### config.mk
export PLATFORM = sky130hd
export DESIGN_NAME = receive_qpsk
export DESIGN_NICKNAME = d
export VERILOG_FILES = /design/src/rtl/qpsk_rx_pkg.sv /design/src/rtl/qpsk_rx_integrator.sv /design/src/rtl/receive_qpsk.sv
export SDC_FILE = /design/constraint.sdc
export NUM_CORES = 1
export LEC_CHECK = 0
export ABC_AREA = 0
export CORE_ASPECT_RATIO = 0.9
export CORE_MARGIN = 3
export CORE_UTILIZATION = 60
export CTS_BUF_LIST = sky130_fd_sc_hd__clkbuf_8
export DETAILED_ROUTE_END_ITERATION = 8
export PLACE_DENSITY = 0.91
export RECOVER_POWER = 100
export SLEW_MARGIN = 20
export SYNTH_ARGS = -nofsm -noshare
export SYNTH_HDL_FRONTEND = slang
export SYNTH_SLANG_ARGS = --single-unit
### constraint.sdc
create_clock -name clock_5000 -period 4.4 [get_ports clock_5000]
set_clock_uncertainty 0.05 [all_clocks]
set_input_delay 0.88 -clock clock_5000 [delete_from_list [all_inputs] [get_ports clock_5000]]
set_output_delay 0.88 -clock clock_5000 [all_outputs]
set_load 0.02 [all_outputs]
### src/rtl/qpsk_rx_pkg.sv
// Shared types and helpers for the fs/4-IF QPSK receive path: accumulator sizing,
// carrier-phase encodings, rail operations and ADC offset-binary conversion.
package qpsk_rx_pkg;

    localparam int ADC_W = 14;

    // The order follows the fs/4 local oscillator: +I, -Q, -I, +Q.
    typedef enum logic [1:0] {
        P_I_POS = 2'd0,
        P_Q_NEG = 2'd1,
        P_I_NEG = 2'd2,
        P_Q_POS = 2'd3
    } phase_e;

    typedef enum logic [1:0] {
        OP_HOLD = 2'd0,
        OP_ADD  = 2'd1,
        OP_SUB  = 2'd2
    } rail_op_e;

    function automatic int acc_width(input int sps);
        return ADC_W + $clog2(sps);
    endfunction

    function automatic logic signed [ADC_W-1:0] ob_to_tc(input logic [ADC_W-1:0] ob);
        return signed'({~ob[ADC_W-1], ob[ADC_W-2:0]});
    endfunction

endpackage

### src/rtl/qpsk_rx_integrator.sv
// One signed integrate-and-dump rail: add, subtract or hold each sample, capture the
// final sum on dump, and restart from zero on dump or clear.
module qpsk_rx_integrator
    import qpsk_rx_pkg::*;
#(
    parameter int IN_W  = 14,
    parameter int ACC_W = 19
) (
    input  logic                    clk,
    input  logic                    rst,
    input  rail_op_e                op,
    input  logic                    dump,
    input  logic                    clear,
    input  logic signed [IN_W-1:0]  sample,
    output logic signed [ACC_W-1:0] dump_val
);

    logic signed [ACC_W-1:0] acc_q, acc_d;
    logic signed [ACC_W-1:0] dump_q, dump_d;
    logic signed [ACC_W-1:0] ext;
    logic signed [ACC_W-1:0] sum;

    always_comb begin
        ext = {{(ACC_W-IN_W){sample[IN_W-1]}}, sample};
        sum = acc_q;
        unique case (op)
            OP_ADD:  sum = acc_q + ext;
            OP_SUB:  sum = acc_q - ext;
            default: sum = acc_q;
        endcase
        // The dumped value includes the sample arriving on the dump cycle.
        dump_d = dump ? sum : dump_q;
        acc_d  = (dump || clear) ? '0 : sum;
    end

    always_ff @(posedge clk) begin
        if (rst) begin
            acc_q  <= '0;
            dump_q <= '0;
        end else begin
            acc_q  <= acc_d;
            dump_q <= dump_d;
        end
    end

    assign dump_val = dump_q;

endmodule

### src/rtl/receive_qpsk.sv
// fs/4-IF QPSK demodulator: offset-binary ADC in, integrate-and-dump per rail, hard
// dibits plus soft sums out. Define RX_DC_BLOCK_EN to add a DC-tracking stage before mixing.
module receive_qpsk
    import qpsk_rx_pkg::*;
#(
    parameter int SPS      = 20,
    parameter int DC_SHIFT = 10,
    parameter int ACC_W    = acc_width(SPS)
) (
    input  logic                    clock_5000,
    input  logic                    reset,
    input  logic [13:0]             adc_in,
    input  logic                    align,
    output logic [1:0]              sym_out,
    output logic                    sym_valid,
    output logic signed [ACC_W-1:0] soft_i,
    output logic signed [ACC_W-1:0] soft_q,
    output logic [15:0]             sym_count
);

    localparam int CNT_W = $clog2(SPS);
    localparam logic [CNT_W-1:0] N_LAST = CNT_W'(SPS - 1);

    if (SPS < 4 || SPS > 1024 || (SPS % 4) != 0 || DC_SHIFT < 1) begin : g_param_check
        $error("receive_qpsk: SPS must be a multiple of 4 in 4..1024 and DC_SHIFT >= 1");
    end

    logic signed [ADC_W-1:0] x_q, x_d;
    logic                    x_vld_q, x_vld_d;
    logic signed [ADC_W-1:0] mix_s;
    logic                    mix_vld;
    phase_e                  p_q, p_d;
    logic [CNT_W-1:0]        n_q, n_d;
    logic                    dump, align_eff;
    rail_op_e                op_i, op_q;
    logic signed [ACC_W-1:0] dump_i, dump_q;
    logic                    dump_pend_q, dump_pend_d;
    logic                    sym_valid_q, sym_valid_d;
    logic [1:0]              sym_out_q, sym_out_d;
    logic signed [ACC_W-1:0] soft_i_q, soft_i_d, soft_q_q, soft_q_d;
    logic [15:0]             sym_count_q, sym_count_d;

`ifdef RX_DC_BLOCK_EN
    localparam int DC_W = ADC_W + DC_SHIFT;

    logic signed [DC_W-1:0]  dc_est_q, dc_est_d;
    logic signed [DC_W-1:0]  dc_mean;
    logic signed [ADC_W:0]   y_full;
    logic signed [ADC_W-1:0] y_q, y_d;
    logic                    y_vld_q, y_vld_d;

    always_comb begin
        dc_mean = dc_est_q >>> DC_SHIFT;
        y_full  = {x_q[ADC_W-1], x_q} - dc_mean[ADC_W:0];
        // Clamp so the mixer input keeps the ADC range and the accumulators cannot overflow.
        if (y_full > 15'sd8191)       y_d = 14'sd8191;
        else if (y_full < -15'sd8192) y_d = -14'sd8192;
        else                          y_d = y_full[ADC_W-1:0];
        y_vld_d  = x_vld_q && !align_eff;
        dc_est_d = x_vld_q ? dc_est_q + {{(DC_W-ADC_W){y_d[ADC_W-1]}}, y_d} : dc_est_q;
    end

    always_ff @(posedge clock_5000) begin
        if (reset) begin
            dc_est_q <= '0;
            y_q      <= '0;
            y_vld_q  <= 1'b0;
        end else begin
            dc_est_q <= dc_est_d;
            y_q      <= y_d;
            y_vld_q  <= y_vld_d;
        end
    end

    assign mix_s   = y_q;
    assign mix_vld = y_vld_q;
`else
    assign mix_s   = x_q;
    assign mix_vld = x_vld_q;
`endif

    always_comb begin
        dump = mix_vld && (n_q == N_LAST);
        // An align landing on a dump is absorbed: the dump already restarts the window.
        align_eff = align && !dump;

        x_d     = ob_to_tc(adc_in);
        x_vld_d = !align_eff;

        p_d = mix_vld ? phase_e'(p_q + 2'd1) : p_q;
        n_d = n_q;
        if (align_eff || dump) n_d = '0;
        else if (mix_vld)      n_d = n_q + CNT_W'(1);

        op_i = OP_HOLD;
        op_q = OP_HOLD;
        if (mix_vld) begin
            unique case (p_q)
                P_I_POS: op_i = OP_ADD;
                P_Q_NEG: op_q = OP_SUB;
                P_I_NEG: op_i = OP_SUB;
                P_Q_POS: op_q = OP_ADD;
                default: op_i = OP_HOLD;
            endcase
        end

        // sym_valid is a one-cycle strobe with no backpressure; outputs hold between strobes.
        dump_pend_d = dump;
        sym_valid_d = dump_pend_q;
        sym_out_d   = sym_out_q;
        soft_i_d    = soft_i_q;
        soft_q_d    = soft_q_q;
        sym_count_d = sym_count_q;
        if (dump_pend_q) begin
            soft_i_d    = dump_i;
            soft_q_d    = dump_q;
            sym_out_d   = {dump_i[ACC_W-1], dump_q[ACC_W-1]};
            sym_count_d = sym_count_q + 16'd1;
        end
    end

    always_ff @(posedge clock_5000) begin
        if (reset) begin
            x_q         <= '0;
            x_vld_q     <= 1'b0;
            p_q         <= P_I_POS;
            n_q         <= '0;
            dump_pend_q <= 1'b0;
            sym_valid_q <= 1'b0;
            sym_out_q   <= '0;
            soft_i_q    <= '0;
            soft_q_q    <= '0;
            sym_count_q <= '0;
        end else begin
            x_q         <= x_d;
            x_vld_q     <= x_vld_d;
            p_q         <= p_d;
            n_q         <= n_d;
            dump_pend_q <= dump_pend_d;
            sym_valid_q <= sym_valid_d;
            sym_out_q   <= sym_out_d;
            soft_i_q    <= soft_i_d;
            soft_q_q    <= soft_q_d;
            sym_count_q <= sym_count_d;
        end
    end

    qpsk_rx_integrator #(.IN_W(ADC_W), .ACC_W(ACC_W)) u_rail_i (
        .clk      (clock_5000),
        .rst      (reset),
        .op       (op_i),
        .dump     (dump),
        .clear    (align_eff),
        .sample   (mix_s),
        .dump_val (dump_i)
    );

    qpsk_rx_integrator #(.IN_W(ADC_W), .ACC_W(ACC_W)) u_rail_q (
        .clk      (clock_5000),
        .rst      (reset),
        .op       (op_q),
        .dump     (dump),
        .clear    (align_eff),
        .sample   (mix_s),
        .dump_val (dump_q)
    );

    assign sym_out   = sym_out_q;
    assign sym_valid = sym_valid_q;
    assign soft_i    = soft_i_q;
    assign soft_q    = soft_q_q;
    assign sym_count = sym_count_q;

endmodule

==> impl_results.md <==
- Syn-to-layout area delta: 15.3%
- Sequential fraction of the synthesis area: 38.9%
- Min Tclk post-route: 4.00 ns
- Fin nets: 1,049
- CTS tree: done
- Slowest cell delay on critical path: 0.50 ns
- Max clock buf depth: 2
- Worst-Margin Slew: 2.20 ns
- Most frequent cell after synthesis: nor2_1
- Met3 usage: 5.29%
- Global routing's busiest layer: met2
- Syn nets: 998
- Setup TNS: 0 ns
- Endpoints failing setup: 0
- Row Count: 39
- Worst r2r path cells: 15
- CP cell instances: inv_1, ha_1, and2_1, ha_1, clkbuf_1, nor2_1, xnor2_1, ha_1, a21oi_1, o21ai_0, o211ai_1, a21oi_1, or3_1, a31oi_1, a211oi_1
- Global-route wire length before repair: 29,600 um
- Capturing point of the worst reg2reg path: u_rail_q.dump_val[12]
- Synth cell types: 59
- Worst-path fanout max: 14
- GRT Total Usage: 25.2%
- Worst hold start: u_rail_q.dump_val[17]
- Post-synth EDFFs: 0
- End point of the worst hold path: u_rail_q.dump_val[17]
- Reg2reg setup slack: 0.40 ns
- Port Buffers: 73
- Die area: 14,600 um2
- Synth area leader: dfxtp_1
- Violated checks: max-capacitance violations, max-slew violations
- Final instance area: 9140 um2
- CP max-delay cell: clkbuf_1
- WHS Path Cells: 2
- Avg WL per Cell: 15.7 um
- Root Buffer: clkbuf_8
- Worst skew pair latency: 0.47 ns
- Largest net degree at the start of global routing: 60
- Total power: 2.91 mW
- Initial DRC count: 384
- RePlAce Congestion: 0.928
- Top-level port count: 74
- Drt pass-1 iters: 5
- # DRC: 0
- Synth top area cells: dfxtp_1 (39%), nor2_1 (8.3%), mux2i_1 (7.4%)
- Max-slew violations: 56
- Share of synthesized flip-flops with an asynchronous set or reset: 0%
- Routed wire length: 18,200 um
- Pwr dens: 318 nW/um2
- Die width: 127 um
- P_leak: 3.61 nW
- Initial Util: 62.0%
- Dpl ws: 0.332 ns
- CP endpoint kind: flop
- Final period util: 90.9%
- Layout cells sized above 1: 5.51%
- Die height: 115 um
- Final hold violations: 0
- Cts bufs inserted: 17
- List of most frequent post-synthesis cells: nor2_1 (175), dfxtp_1 (154), mux2i_1 (59), nand2_1 (57), a21oi_1 (56)
- RR Startpoint: p_q[1]
- Total number of yosys warnings: 0
- H-tree levels: 4
- Unrepaired setup endpoints after global routing: no
- GRT overflow: 0
- Vias: 6,738
- Setup CP Type: reg -> reg
- Synthesis-stage register bit count: 154
- Post-synth top area share: 38.9%
- Vias per cell: 5.80
- Final WS setup: 0.399 ns
- Req. time, crit path: 4.65 ns
- Dominant synthesized flop cell: dfxtp_1
- Max VDD drop: 0.000356 V
- Clock sink count: 154
- Crit path top cell by count: ha_1
- Tightest Hold Check Type: reg -> reg
- Post-Synthesis Cells: 934
- Grt met2 use: 40.6%
- ANT nets after route: 0
- Max cap viols: 1
- Outcome: finished with violations
- Mapped Area: 7930 um2
- Ant. Diodes: 0
- Vias in the first global route: 6,109
- Clock slew at reported path FFs: 0.09 ns
- Max Clock Freq: 0.250 GHz
- Dpl cell area: 8730 um2
- Worst Setup Start Kind: flop
- Global Route met1 Usage: 33.8%
- Arr. time, crit path: 4.25 ns
- DP HPWL: 13,200 um
- Syn Area/Cell: 8.49 um2
- Relative slew slack: -46.9%
- Core footprint: 12,800 um2
- Number of antenna violations at the first check in global routing: 0
-- worst max-delay path by stage --
| stage | end | slack, ns | startpoint | cells after the start |
|---|---|---|---|---|
| 6_report | u_rail_q.dump_val[12] | 0.40 | p_q[1] | 15 |
| 4_1_cts | u_rail_q.acc_q[18] | 0.30 | mix_s[2] | 15 |
| 3_5_place_dp | u_rail_q.acc_q[18] | 0.33 | mix_s[2] | 15 |
| 2_1_floorplan | u_rail_i.dump_val[17] | 0.62 | mix_vld | 14 |
| 3_3_place_gp | u_rail_q.dump_val[13] | 0.57 | mix_s[0] | 14 |
| 5_1_grt | u_rail_q.acc_q[18] | 0.05 | mix_s[2] | 15 |
-- stage by stage --
stage          util (%)  hold WS (ns)  cells
3_3_place_gp       68.3         0.400   1130
5_1_grt            71.5         0.461   1162
3_5_place_dp       68.3         0.407   1130
4_1_cts            71.5         0.441   1162
2_1_floorplan         -         0.375    934
6_report           71.5         0.437   1162
-- cells by family after synthesis --
kind of cell    synth area share (%)
compound gates                  15.2
xor+xnor                        6.96
simple gates                    20.3
flops                           38.9
mux                             7.45
fa+ha+maj                       7.61
buf+inv                         3.52
-- report_power, final --
part / internal, mW / leakage [nW] / total (mW) / switching (mW)
Clock: 0.532 / 0.201 / 1.11 / 0.579
Sequential: 1.41 / 1.25 / 1.43 / 0.0210
Combinational: 0.149 / 2.16 / 0.368 / 0.220
Total: 2.09 / 3.61 / 2.91 / 0.820
-- layer usage --
| metal | wire length, um | vias to the layer above |
|---|---|---|
| met5 | 0 | - |
| met4 | 312 | 0 |
| met3 | 1100 | 27 |
| met2 | 8230 | 201 |
| met1 | 8540 | 3135 |
| li1 | - | 3375 |
-- layout by cell type, fill, tap and decap left out, types with 14 or more instances in the layout --
master	instances
inv_1	19
dlygate4sd3_1	57
xnor2_1	39
nor2b_1	20
clkdlybuf4s50_1	15
mux2i_1	59
or3_1	14
nor3_1	21
o21ai_0	45
nand2_1	57
clkbuf_8	18
a211oi_1	29
xor2_1	24
ha_1	45
nor2_1	175
a21oi_1	56
dfxtp_1	153
-- flip-flops by register name, summed over array words and instances, names as in the netlist --
signal / flops
u_rail_q.acc_q: 19
soft_i: 18
dump_pend_q: 1
p_q: 2
mix_vld: 1
mix_s: 14
u_rail_i.acc_q: 19
soft_q: 18
n_q: 5
u_rail_i.dump_val: 19
sym_count: 16
sym_valid: 1
sym_out: 2
u_rail_q.dump_val: 19
-- worst max-delay path, delay by kind of cell, from the launching register on --
kind                     cells  cell delay (ns)
flip-flops                   1             0.35
XOR/XNOR                     1             0.23
AO/OA/AOI/OAI                6             1.29
adder cells (fa/ha/maj)      3             0.74
buffers and inverters        2             0.59
AND/OR/NAND/NOR              3             0.58
-- area by class of cell --
cell class	count	area [um2]
Multi-Input combinational cell	709	4580
Fill cell	987	3640
Sequential cell	154	3080
Timing Repair Buffer	81	776
Clock buffer	18	248
Tap cell	164	205
Clock inverter	14	161
Inverter	22	87.6
-- timing repair --
action	in CTS	in global routing
endpoints found under the setup margin	0	3
setup buffers	0	0
gates resized for setup	0	2
hold buffers	0	0
Power figures use the tool's default switching activity.
